File: src/rtl/rr_arb_mux.sv
// N-channel valid/ready arbiter-multiplexer with one registered output stage.
// MODE 0 gives fixed priority (lowest index wins); MODE 1 gives round-robin from a rotating pointer.
module rr_arb_mux #(
  parameter int unsigned WIDTH = 64,
  parameter int unsigned NCH   = 4,
  parameter int unsigned SEL_W = 2,
  parameter int unsigned MODE  = 1
) (
  input  logic                   clk,
  input  logic                   rst_n,
  input  logic [NCH-1:0]         in_valid,
  input  logic [NCH*WIDTH-1:0]   in_data,
  output logic [NCH-1:0]         in_ready,
  output logic                   out_valid,
  output logic [WIDTH-1:0]       out_data,
  output logic [SEL_W-1:0]       out_ch,
  input  logic                   out_ready
);

  logic [SEL_W-1:0] ptr;
  logic [SEL_W-1:0] ptr_nxt;
  logic [SEL_W-1:0] gnt_idx;
  logic             gnt_any;
  logic             accept;
  logic [WIDTH-1:0] sel_data;
  int unsigned      base;

  assign accept = !out_valid || out_ready;

  // Two ascending passes: channels at or above the start point first, then the ones below it.
  always_comb begin
    gnt_any = 1'b0;
    gnt_idx = '0;
    base    = (MODE == 1) ? 32'(ptr) : 0;
    for (int unsigned i = 0; i < NCH; i++) begin
      if (!gnt_any && in_valid[i] && (i >= base)) begin
        gnt_any = 1'b1;
        gnt_idx = SEL_W'(i);
      end
    end
    for (int unsigned i = 0; i < NCH; i++) begin
      if (!gnt_any && in_valid[i] && (i < base)) begin
        gnt_any = 1'b1;
        gnt_idx = SEL_W'(i);
      end
    end
  end

  always_comb begin
    in_ready = '0;
    sel_data = '0;
    for (int unsigned i = 0; i < NCH; i++) begin
      if (gnt_idx == SEL_W'(i)) begin
        in_ready[i] = rst_n & accept & gnt_any;
        sel_data    = in_data[i*WIDTH +: WIDTH];
      end
    end
  end

  // The pointer wraps at NCH, not at 2**SEL_W.
  assign ptr_nxt = (gnt_idx == SEL_W'(NCH - 1)) ? '0 : gnt_idx + SEL_W'(1);

  always_ff @(posedge clk or negedge rst_n) begin
    if (!rst_n) begin
      out_valid <= 1'b0;
      out_data  <= '0;
      out_ch    <= '0;
      ptr       <= '0;
    end else if (accept) begin
      if (gnt_any) begin
        out_valid <= 1'b1;
        out_data  <= sel_data;
        out_ch    <= gnt_idx;
        if (MODE == 1) ptr <= ptr_nxt;
      end else begin
        out_valid <= 1'b0;
      end
    end
  end

endmodule

File: config.mk
export PLATFORM = sky130hd
export DESIGN_NAME = rr_arb_mux
export DESIGN_NICKNAME = d
export VERILOG_FILES = /design/src/rtl/rr_arb_mux.sv
export SDC_FILE = /design/constraint.sdc
export NUM_CORES = 1
export LEC_CHECK = 0
export BUFFER_PORTS_ARGS = -buffer_cell sky130_fd_sc_hd__buf_2
export CAP_MARGIN = 25
export CORE_UTILIZATION = 30
export CTS_CLUSTER_DIAMETER = 100
export DETAILED_ROUTE_END_ITERATION = 16
export MAX_ROUTING_LAYER = met4
export SLEW_MARGIN = 20
export SYNTH_ARGS = -nofsm -noshare
export SYNTH_HDL_FRONTEND = slang
export SYNTH_SLANG_ARGS = --single-unit
File: constraint.sdc
create_clock -name clk -period 5.3 [get_ports clk]
set_clock_uncertainty 0.2 [all_clocks]
set_input_delay 0 -clock clk [delete_from_list [all_inputs] [get_ports clk]]
set_output_delay 0 -clock clk [all_outputs]
set_load 0.02 [all_outputs]
==> summary.txt, run 1 <==
Run status
  – Status: complete, no violations

Cells and area
  – Ant. Diodes: 0
  – Post-Layout Inst Area: 8289 µm²
  – Proportion of layout cells with a drive suffix above 1: 35.03%
  – Total Nets Final: 1302
  – Area grow syn2layout: 68.79%

Die
  – Placement Rows: 46
  – Die X-Extent: 129.9 µm
  – Core area: 15940 µm²
  – Starting Density: 30.80%
  – Die Ht: 129.9 µm
  – Top Ports: 334
  – Die area: 16890 µm²

Power
  – Sequential power share: 24.2%
  – Comb pwr share: 60.1%
  – P_int: 2.058 mW
  – Leak pwr: 3.899 nW
  – Peak VDD IR: 188.0 µV
  – Clock network fraction of design power: 15.7%
  – Net Sw Frac: 41.59%
  – Switching power total: 1.466 mW
  – PwrDens: 425.1 nW/µm²

Clocking
  – Clock slew at reported path FFs: 60 ps
  – Root Driver: clkbuf_16
  – CTS buffer count: 9
  – CTS tree: yes
  – Clk sinks: 69
  – Clock Latency Late Sink: 330 ps
  – CTS max path bufs: 2
  – PostCTS Resize Cnt: 0
  – Htree depth: 3

Route
  – WL final: 20990 µm
  – DRT iter0 DRCs: 430
  – Post-DRT Antenna Nets: 0
  – Avg WL per Cell: 16.73 µm
  – Total iterations of the first detailed-routing run: 5
  – Post-route DRC: 0
  – DR vias/cell: 5.238
  – Via count: 6574

Global route
  – Initial antenna violation count: 0
  – GR Overflow Total: 0
  – Overall routing resource usage: 24.85%
  – Pin count of the biggest net entering global routing: 69
  – First-pass GRT wire length: 31660 µm
  – Vias in the first global route: 6379

Critical path
  – Crit Path Category: flop to flop
  – R2R Setup Slk: 1270 ps
  – Crit-path max FO: 68
  – Crit path largest cell delay: 660 ps
  – WP buf/inv: 2
  – CP Cell Sequence: nand4b_1 > o21ai_0 > nor3_1 > ha_4 > buf_4 > a21oi_1 > a221o_1 > a31oi_1 > dlygate4sd3_1
  – CP endpoint kind: flop
  – CP Launch Type: flop
  – CP top delay family: buffers and inverters
  – Worst EP required: 5370 ps
  – Slowest cell on crit path: buf_4
  – Worst EP arrival: 4110 ps

Synthesis
  – Synth unique cells: 28
  – Yosys top cell area share: 35.16%
  – Syn Area/Cell: 7.883 µm²
  – Ranking of synthesized cells by area: dfrtp_1, a21oi_1, a221o_1, nand3b_1, a31oi_1
  – Synthesized flop and latch total: 69
  – Post-synth net total: 890
  – Post-synth top cells: a21oi_1, dfrtp_1, inv_1, nand2_1
  – Synth area leader: dfrtp_1
  – Top FF cell, synth: dfrtp_1
  – Synth warn: 0
  – Post-Syn Area: 4911 µm²
  – Most common cell in the netlist: a21oi_1
  – Register area share after synthesis: 35.16%
  – Post-synth ARST share: 100.0%
  – Post-Synthesis Cells: 623
  – EDFF count, synth: 0

Timing
  – Setup TNS: 0 ps
  – Slew Viols, Final: 0
  – F_max: 247.9 MHz
  – Final-report setup violation count: 0
  – Tmin final: 4035 ps
  – Unrepaired setup endpoints after global routing: false
  – Final Hold Fails: 0
  – Final Cycle Share: 76.12%
  – Worst slew pin tran: 987.9 ps
  – Rel. slew slack: 34.14%

Placed design
  – Placed Area: 6678 µm²
  – Post-DP HPWL: 13440 µm
  – Final GP Congestion: 0.9048
  – Port bufs: 333

Hold path
  – Hold Crit Class: primary input to flop

Job
  – Max Cap Violations: 0
-- worst paths after layout --
check | from | endpoint | cells past startpoint
min reg2reg | out_ch[0]$_DFFE_PN0P_ | out_ch[0]$_DFFE_PN0P_ | 1
min in group asynchronous | rst_n | out_data[49]$_DFFE_PN0P_ | 4
max in group asynchronous | rst_n | out_data[16]$_DFFE_PN0P_ | 4
max | ptr[1]$_DFFE_PN0P_ | out_data[47]$_DFFE_PN0P_ | 9
min | in_valid[1] | ptr[0]$_DFFE_PN0P_ | 4
max reg2reg | ptr[1]$_DFFE_PN0P_ | out_data[47]$_DFFE_PN0P_ | 9
-- area by class of cell --
| cell class | instances | area, µm² |
|---|---|---|
| clock buffers | 13 | 250.2 |
| clock inverters | 2 | 10.01 |
| fillers | 1545 | 7654 |
| inverters | 66 | 247.7 |
| multi-input cells | 414 | 2679 |
| flip-flops and latches | 69 | 1727 |
| well taps | 216 | 270.3 |
| repair buffers | 475 | 3105 |
-- timing repair --
action	4_1_cts	5_1_grt
hold endpoints to repair	101	0
hold buffers	134	0
setup buffers	0	0
-- worst register-to-register path, stage by stage (launching register included) --
cell and delay (ps):
dfrtp_1 440, nand4b_1 120, o21ai_0 130, nor3_1 500, ha_4 650, buf_4 670, a21oi_1 150, a221o_1 360
a31oi_1 190, dlygate4sd3_1 570
-- cells in the final DEF (no fill, tap or decap), drive strengths merged, types with 2 or more instances in the layout --
master	n
and3	4
a31oi	64
dfrtp	69
a221o	64
clkbuf	13
clkinv	2
mux2i	2
ha	4
inv	66
nand2	66
nand2b	2
dlygate4sd3	133
a21oi	130
mux2	2
nand3b	64
buf	342
-- per-layer routing --
metal	GRT usage, %	share of wire (%)	vias up
li1	-	-	3115
met1	29.76	41	3112
met2	41.55	50	300
met3	3.567	5.5	47
met4	10.88	3.1	0
met5	-	0	-
-- cells by family (layout without fill, tap and decap cells) --
kind of cell	count (synthesis)	after routing	synth area share, %
AND/OR/NAND/NOR	143	143	16.51
adder cells (fa/ha/maj)	4	4	1.019
flip-flops	69	69	35.16
buffers and inverters	140	556	11.21
AO/OA/AOI/OAI	263	263	35.24
multiplexers	4	4	0.8662
-- through the flow --
stage | hold slack (ps) | power (mW) | std cells | setup slack [ps] | utilization [%]
floorplan | -495.6 | 2.049 | 623 | 2550 | -
global placement | -205.7 | 2.604 | 1105 | 1840 | 41.76
detailed placement | -202.0 | 2.625 | 1106 | 1832 | 41.89
CTS | 3.591 | 3.502 | 1255 | 1298 | 51.99
global route | 38.54 | 3.748 | 1255 | 1017 | 51.99
finish | 17.43 | 3.524 | 1255 | 1265 | 51.99
-- power groups by stage --
stage	logic [mW]	registers, mW	clock network (mW)
finish	2.12	0.853	0.553
global placement	1.75	0.851	0
CTS	2.09	0.850	0.564
floorplan	0.945	1.10	0
detailed placement	1.77	0.856	0
global route	2.28	0.879	0.586
-- registers in the layout, summed over array words and instances, names as in the netlist --
register   count
out_ch         2
out_data      64
out_valid      1
ptr            2
(Power assumes the default switching activity.)
==> run 2, diff against run 1 <==
clock period = 4 ns   (was 5.3 ns; I/O delays follow)
==> run 2 against run 1 <==
Effect of this change:
- the flow now finishes with violations (hold timing)
- global-route usage increased by 0.72 points
- sequential power increased by 32%
- sequential share of layout area decreased by 0.085 points
- critical path depth unchanged
- sequential cell count unchanged
- non-clock buffer count increased by 2
- routed wire length increased by 1.5%
- worst hold slack got worse by 27 ps
==> summary.txt, run 2 (synthesis gave the netlist of run 1 again) <==
Route
  – Total iterations of the first detailed-routing run: 5
  – DRT iter0 DRCs: 486
  – WL final: 21310 µm
  – Avg WL per Cell: 16.95 µm
  – Post-DRT Antenna Nets: 0
  – DR vias/cell: 5.302
  – Via count: 6664
  – Post-route DRC: 0

Power
  – Sequential power share: 24.0%
  – Net Sw Frac: 41.34%
  – Comb pwr share: 60.1%
  – Clock network fraction of design power: 15.9%
  – Leak pwr: 3.918 nW
  – Peak VDD IR: 286.8 µV
  – PwrDens: 566.9 nW/µm²
  – P_int: 2.768 mW
  – Switching power total: 1.951 mW

Die
  – Die area: 16890 µm²
  – Starting Density: 30.80%
  – Core area: 15940 µm²
  – Top Ports: 334
  – Die X-Extent: 129.9 µm
  – Placement Rows: 46
  – Die Ht: 129.9 µm

Timing
  – Tmin final: 3615 ps
  – Unrepaired setup endpoints after global routing: false
  – Rel. slew slack: 45.04%
  – Worst slew pin tran: 824.3 ps
  – Final Cycle Share: 90.38%
  – Setup TNS: 0 ps
  – Slew Viols, Final: 0
  – F_max: 276.6 MHz
  – Final-report setup violation count: 0
  – Final Hold Fails: 5
  – Min Hold Slack: -9.327 ps

Clocking
  – Root Driver: clkbuf_16
  – Htree depth: 3
  – Clk sinks: 69
  – Clock Latency Late Sink: 340 ps
  – CTS max path bufs: 2
  – CTS tree: yes
  – CTS buffer count: 9
  – Clock slew at reported path FFs: 50 ps
  – Post-CTS Setup Bufs: 0

Cells and area
  – Commonest cells after routing, fill and taps aside: buf_2, dlygate4sd3_1, a21oi_1
  – Post-Layout Inst Area: 8323 µm²
  – Total Nets Final: 1304
  – Largest regs: out_data: 64 flops, out_ch: 2 flops, ptr: 2 flops
  – Largest register FFs: 64
  – Most flop-heavy register: out_data
  – Commonest non-fill, non-tap cell in the layout: buf_2
  – Proportion of layout cells with a drive suffix above 1: 35.38%
  – Area grow syn2layout: 69.48%

Placed design
  – Post-DP HPWL: 13660 µm
  – Final GP Congestion: 0.8932
  – Placed Area: 6733 µm²
  – Port bufs: 333

Job
  – Max Cap Violations: 0

Run status
  – Failing checks: hold timing
  – Status: complete, but fails checks

Critical path
  – CP Launch Point: ptr[1]$_DFFE_PN0P_
  – Worst reg2reg startpoint: ptr[1]$_DFFE_PN0P_
  – Crit Path Category: flop to flop
  – Reg2Reg Depth: 9
  – Worst EP required: 4080 ps
  – CP Launch Type: flop
  – Worst EP arrival: 3690 ps
  – CP endpoint kind: flop
  – Crit-path max FO: 64

Global route
  – GR Overflow Total: 0
  – Vias in the first global route: 6509
  – First-pass GRT wire length: 32420 µm
  – Initial antenna violation count: 0
  – Overall routing resource usage: 25.57%
  – Pin count of the biggest net entering global routing: 76

Hold path
  – Hold Crit Class: primary input to async pin
==> run 2: layout make-up <==
type	instances	area (µm²)
multi-input combinational	414	2679
tap	216	270.3
antenna	1	2.502
clock buffer	12	256.5
sequential	69	1727
inverter	66	247.7
clock inverter	2	10.01
timing repair buffer	477	3131
fill	1578	7620
==> run 2: worst paths after layout <==
check / slack, ps / endpoint
hold reg to reg: 320 / out_ch[0]$_DFFE_PN0P_
hold / removal: -9 / out_data[47]$_DFFE_PN0P_
setup / recovery: 380 / out_data[2]$_DFFE_PN0P_
min in group clk: 70 / ptr[0]$_DFFE_PN0P_
max in group asynchronous: 2720 / out_data[10]$_DFFE_PN0P_
setup reg to reg: 380 / out_data[2]$_DFFE_PN0P_
==> run 2: repair_timing <==
item,CTS,global route
hold endpoints to repair,103,0
resized for setup,0,0
hold buffers,132,0
==> run 2: layer usage <==
layer / vias up / wire length (µm) / track usage, %
met1: 3140 / 8679 / 30.59
met2: 330 / 10510 / 41.30
met3: 71 / 1303 / 4.920
met4: 0 / 816 / 12.31
met5: - / 0 / -
li1: 3123 / - / -
==> run 2: worst max-delay path: stages, from the launching register on <==
cell           delay [ps]
dfrtp_1               440
nand4b_1              110
o21ai_0               140
nor3_1                540
ha_4                  560
buf_12                320
a21oi_1                70
a221o_1               370
a31oi_1               170
dlygate4sd3_1         560
==> run 2: power groups by stage <==
| stage | clock network, mW | logic, mW | registers [mW] |
|---|---|---|---|
| after floorplan | 0 | 1.25 | 1.46 |
| after global placement | 0 | 2.36 | 1.13 |
| after detailed placement | 0 | 2.38 | 1.13 |
| after CTS | 0.770 | 2.80 | 1.13 |
| after global routing | 0.798 | 3.07 | 1.17 |
| final | 0.749 | 2.84 | 1.13 |
==> run 2: through the flow <==
stage	setup WS, ps	total power, mW	instances	utilization, %
after floorplan	1250	2.714	623	-
after CTS	413.7	4.695	1256	52.19
after detailed placement	939.7	3.512	1110	42.23
after global placement	1035	3.494	1110	42.23
final	384.8	4.719	1257	52.21
after global routing	128.9	5.034	1256	52.19
==> run 3, diff against run 2 <==
ABC_AREA = 1   (was default)
CELL_PAD_IN_SITES_DETAIL_PLACEMENT = 1   (was default)
CELL_PAD_IN_SITES_GLOBAL_PLACEMENT = 1   (was default)
CORE_UTILIZATION = 27   (was 30)
PLACE_DENSITY_LB_ADDON = 0.1   (was default)
==> run 3 against run 2 <==
Effect of this change:
- the flow still finishes with violations (hold timing)
- register-to-register slack better by 60 ps
- non-clock buffer count is 2 lower
- critical path depth is 7 higher
- core utilization is 5.2 points lower
- synthesized cell count is 22% higher
- first-iteration DRC count is 53% lower
- largest power group unchanged
- synthesized area is 1.8% lower
==> summary.txt, run 3 <==
Synthesis
  – Post-Synthesis Cells: 763
  – Synthesized flop and latch total: 69
  – EDFF count, synth: 0
  – Synth warn: 0
  – Syn Area/Cell: 6.318 µm²
  – Post-synth ARST share: 100.0%
  – Top FF cell, synth: dfrtp_1
  – Post-synth net total: 1030
  – Ranking of synthesized cells by area: dfrtp_1, nand2_1, o21ai_0, nand3_1, a21oi_1
  – Register area share after synthesis: 35.82%
  – Synth unique cells: 19
  – Post-Syn Area: 4821 µm²
  – Synth area leader: dfrtp_1
  – Yosys top cell area share: 35.82%
  – Post-synth top cells: nand2_1, o21ai_0, dfrtp_1, nand3_1, a21oi_1
  – Most common cell in the netlist: nand2_1

Clocking
  – Clk sinks: 69
  – PostCTS Resize Cnt: 0
  – Post-CTS Hold Buffers: 132
  – Post-CTS Setup Bufs: 0
  – CTS tree: yes
  – CTS buffer count: 9
  – Root Driver: clkbuf_16
  – Htree depth: 3
  – CTS max path bufs: 2
  – Clock Latency Late Sink: 330 ps
  – Clock slew at reported path FFs: 50 ps

Die
  – Placement Rows: 48
  – Die X-Extent: 135.6 µm
  – Core area: 17360 µm²
  – Die Ht: 135.6 µm
  – Starting Density: 27.78%
  – Top Ports: 334
  – Die area: 18390 µm²

Critical path
  – Crit path largest cell delay: 600 ps
  – Worst reg2reg startpoint: ptr[1]$_DFFE_PN0P_
  – WP buf/inv: 3
  – Worst EP arrival: 3620 ps
  – Slowest cell on crit path: dlygate4sd3_1
  – CP dominant cell by count: nand2_1
  – Worst EP required: 4070 ps
  – Crit Path Category: flop to flop
  – Crit-path max FO: 40
  – CP top delay family: buffers and inverters
  – CP Launch Point: ptr[1]$_DFFE_PN0P_
  – CP endpoint kind: flop
  – CP Cell Sequence: nor2_1 > nand2_1 > nand2_1 > nor2_2 > nand3_1 > nand2_1 > inv_1 > ha_2 > buf_12 > nand3_1 > nand2_1 > o21ai_1 > o21ai_0 > dlygate4sd3_1 > nand2_1 > nand2_1
  – CP Launch Type: flop

Global route
  – GRT busiest layer: met2
  – First-pass GRT wire length: 36230 µm
  – Grt met2 use: 47.48%
  – Initial antenna violation count: 1
  – Overall routing resource usage: 26.08%
  – Pin count of the biggest net entering global routing: 72
  – GR Layer Usage met1: 27.98%
  – Vias in the first global route: 7234
  – GR Overflow Total: 0
  – Met3 Use GR: 4.639%

Route
  – Via count: 6742
  – Post-DRT Antenna Nets: 0
  – DRT iter0 DRCs: 229
  – DR vias/cell: 4.761
  – WL final: 23040 µm
  – Post-route DRC: 0
  – Avg WL per Cell: 16.27 µm
  – Total iterations of the first detailed-routing run: 4

Cells and area
  – Commonest non-fill, non-tap cell in the layout: nand2_1
  – Total Nets Final: 1452
  – Proportion of layout cells with a drive suffix above 1: 30.59%
  – Post-Layout Inst Area: 8159 µm²
  – Commonest cells after routing, fill and taps aside: nand2_1, buf_2, dlygate4sd3_1
  – Largest regs: out_data: 64 flops, out_ch: 2 flops, ptr: 2 flops
  – Largest register FFs: 64
  – Most flop-heavy register: out_data
  – Area grow syn2layout: 69.24%

Timing
  – Final Hold Fails: 3
  – Setup TNS: 0 ps
  – Min Hold Slack: -3.376 ps
  – Rel. slew slack: 45.90%
  – Slew Viols, Final: 0
  – Unrepaired setup endpoints after global routing: false
  – Final-report setup violation count: 0
  – Worst slew pin tran: 811.5 ps
  – Tmin final: 3551 ps
  – Final Cycle Share: 88.78%
  – F_max: 281.6 MHz

Power
  – Net Sw Frac: 46.44%
  – Sequential power share: 20.3%
  – PwrDens: 712.4 nW/µm²
  – Leak pwr: 4.407 nW
  – P_int: 3.113 mW
  – Clock network fraction of design power: 12.9%
  – Switching power total: 2.699 mW
  – Peak VDD IR: 342.2 µV
  – Comb pwr share: 66.8%

Placed design
  – Final GP Congestion: 0.8244
  – Port bufs: 333
  – Post-DP HPWL: 15430 µm
  – Placed Area: 6563 µm²

Hold path
  – Hold Crit Class: primary input to async pin

Run status
  – Status: complete, but fails checks
  – Failing checks: hold timing

Job
  – Max Cap Violations: 0
==> run 3: changes by cell type in the layout (fill, tap and decap cells not counted), sizes merged, moves of 3 or more <==
cell / delta
nor3: +3
nand3b: -64
a221o: -64
a21oi: -66
o21ai: +128
nand3: +68
and3: -4
nand2: +279
clkbuf: +3
inv: -53
a31oi: -64
==> run 3: metal layers <==
| layer | wire (µm) | share of wire, % |
|---|---|---|
| met5 | 0 | 0 |
| met1 | 9355 | 41 |
| met3 | 1319 | 5.7 |
| met2 | 11800 | 51 |
| met4 | 563 | 2.4 |
==> run 3: path summary, 6_finish.rpt <==
| path | to | slack [ps] | cells past startpoint |
|---|---|---|---|
| min in group clk | out_ch[0]$_DFFE_PN0P_ | 30 | 6 |
| worst min-delay path | out_data[14]$_DFFE_PN0P_ | -3 | 2 |
| worst min register to register | out_data[18]$_DFFE_PN0P_ | 270 | 2 |
| worst max register to register | out_data[4]$_DFFE_PN0P_ | 450 | 16 |
| worst max-delay path | out_data[4]$_DFFE_PN0P_ | 450 | 16 |
| max in group asynchronous | out_data[59]$_DFFE_PN0P_ | 2750 | 3 |
==> run 3: metrics by stage <==
stage	total power, mW	utilization [%]	setup slack (ps)	hold slack (ps)	instances
finish	5.813	47.01	449.0	-3.376	1416
global route	6.354	47.01	173.7	36.84	1416
CTS	5.830	46.99	489.4	8.732	1415
detailed placement	4.328	37.81	1009	-177.3	1267
global placement	4.292	37.81	1085	-177.0	1267
floorplan	3.272	-	1749	-495.6	763
==> run 3: area by class of cell <==
type                    instances  area (µm²)
flip-flops and latches         69        1727
clock buffers                  15       267.8
multi-input cells             617        2711
fillers                      2349        9198
repair buffers                475        3115
clock inverters                 1       5.005
diodes                          1       2.502
inverters                      13       48.80
well taps                     225       281.5
==> run 3: cells by family (layout without fill, tap and decap cells) <==
logic type / Yosys count / count (layout) / share of synthesized area (%)
other: 0 / 1 / 0
AND/OR/NAND/NOR: 419 / 419 / 34.60
buffers and inverters: 77 / 504 / 8.357
adder cells (fa/ha/maj): 4 / 4 / 1.038
AO/OA/AOI/OAI: 194 / 194 / 20.19
flip-flops: 69 / 69 / 35.82
==> run 3: power by group through the flow <==
stage          clock, mW  combinational [mW]  sequential (mW)
4_1_cts            0.777                3.87             1.18
3_5_place_dp           0                3.14             1.19
6_report           0.748                3.88             1.18
2_1_floorplan          0                1.71             1.56
3_3_place_gp           0                3.12             1.17
5_1_grt            0.810                4.32             1.23
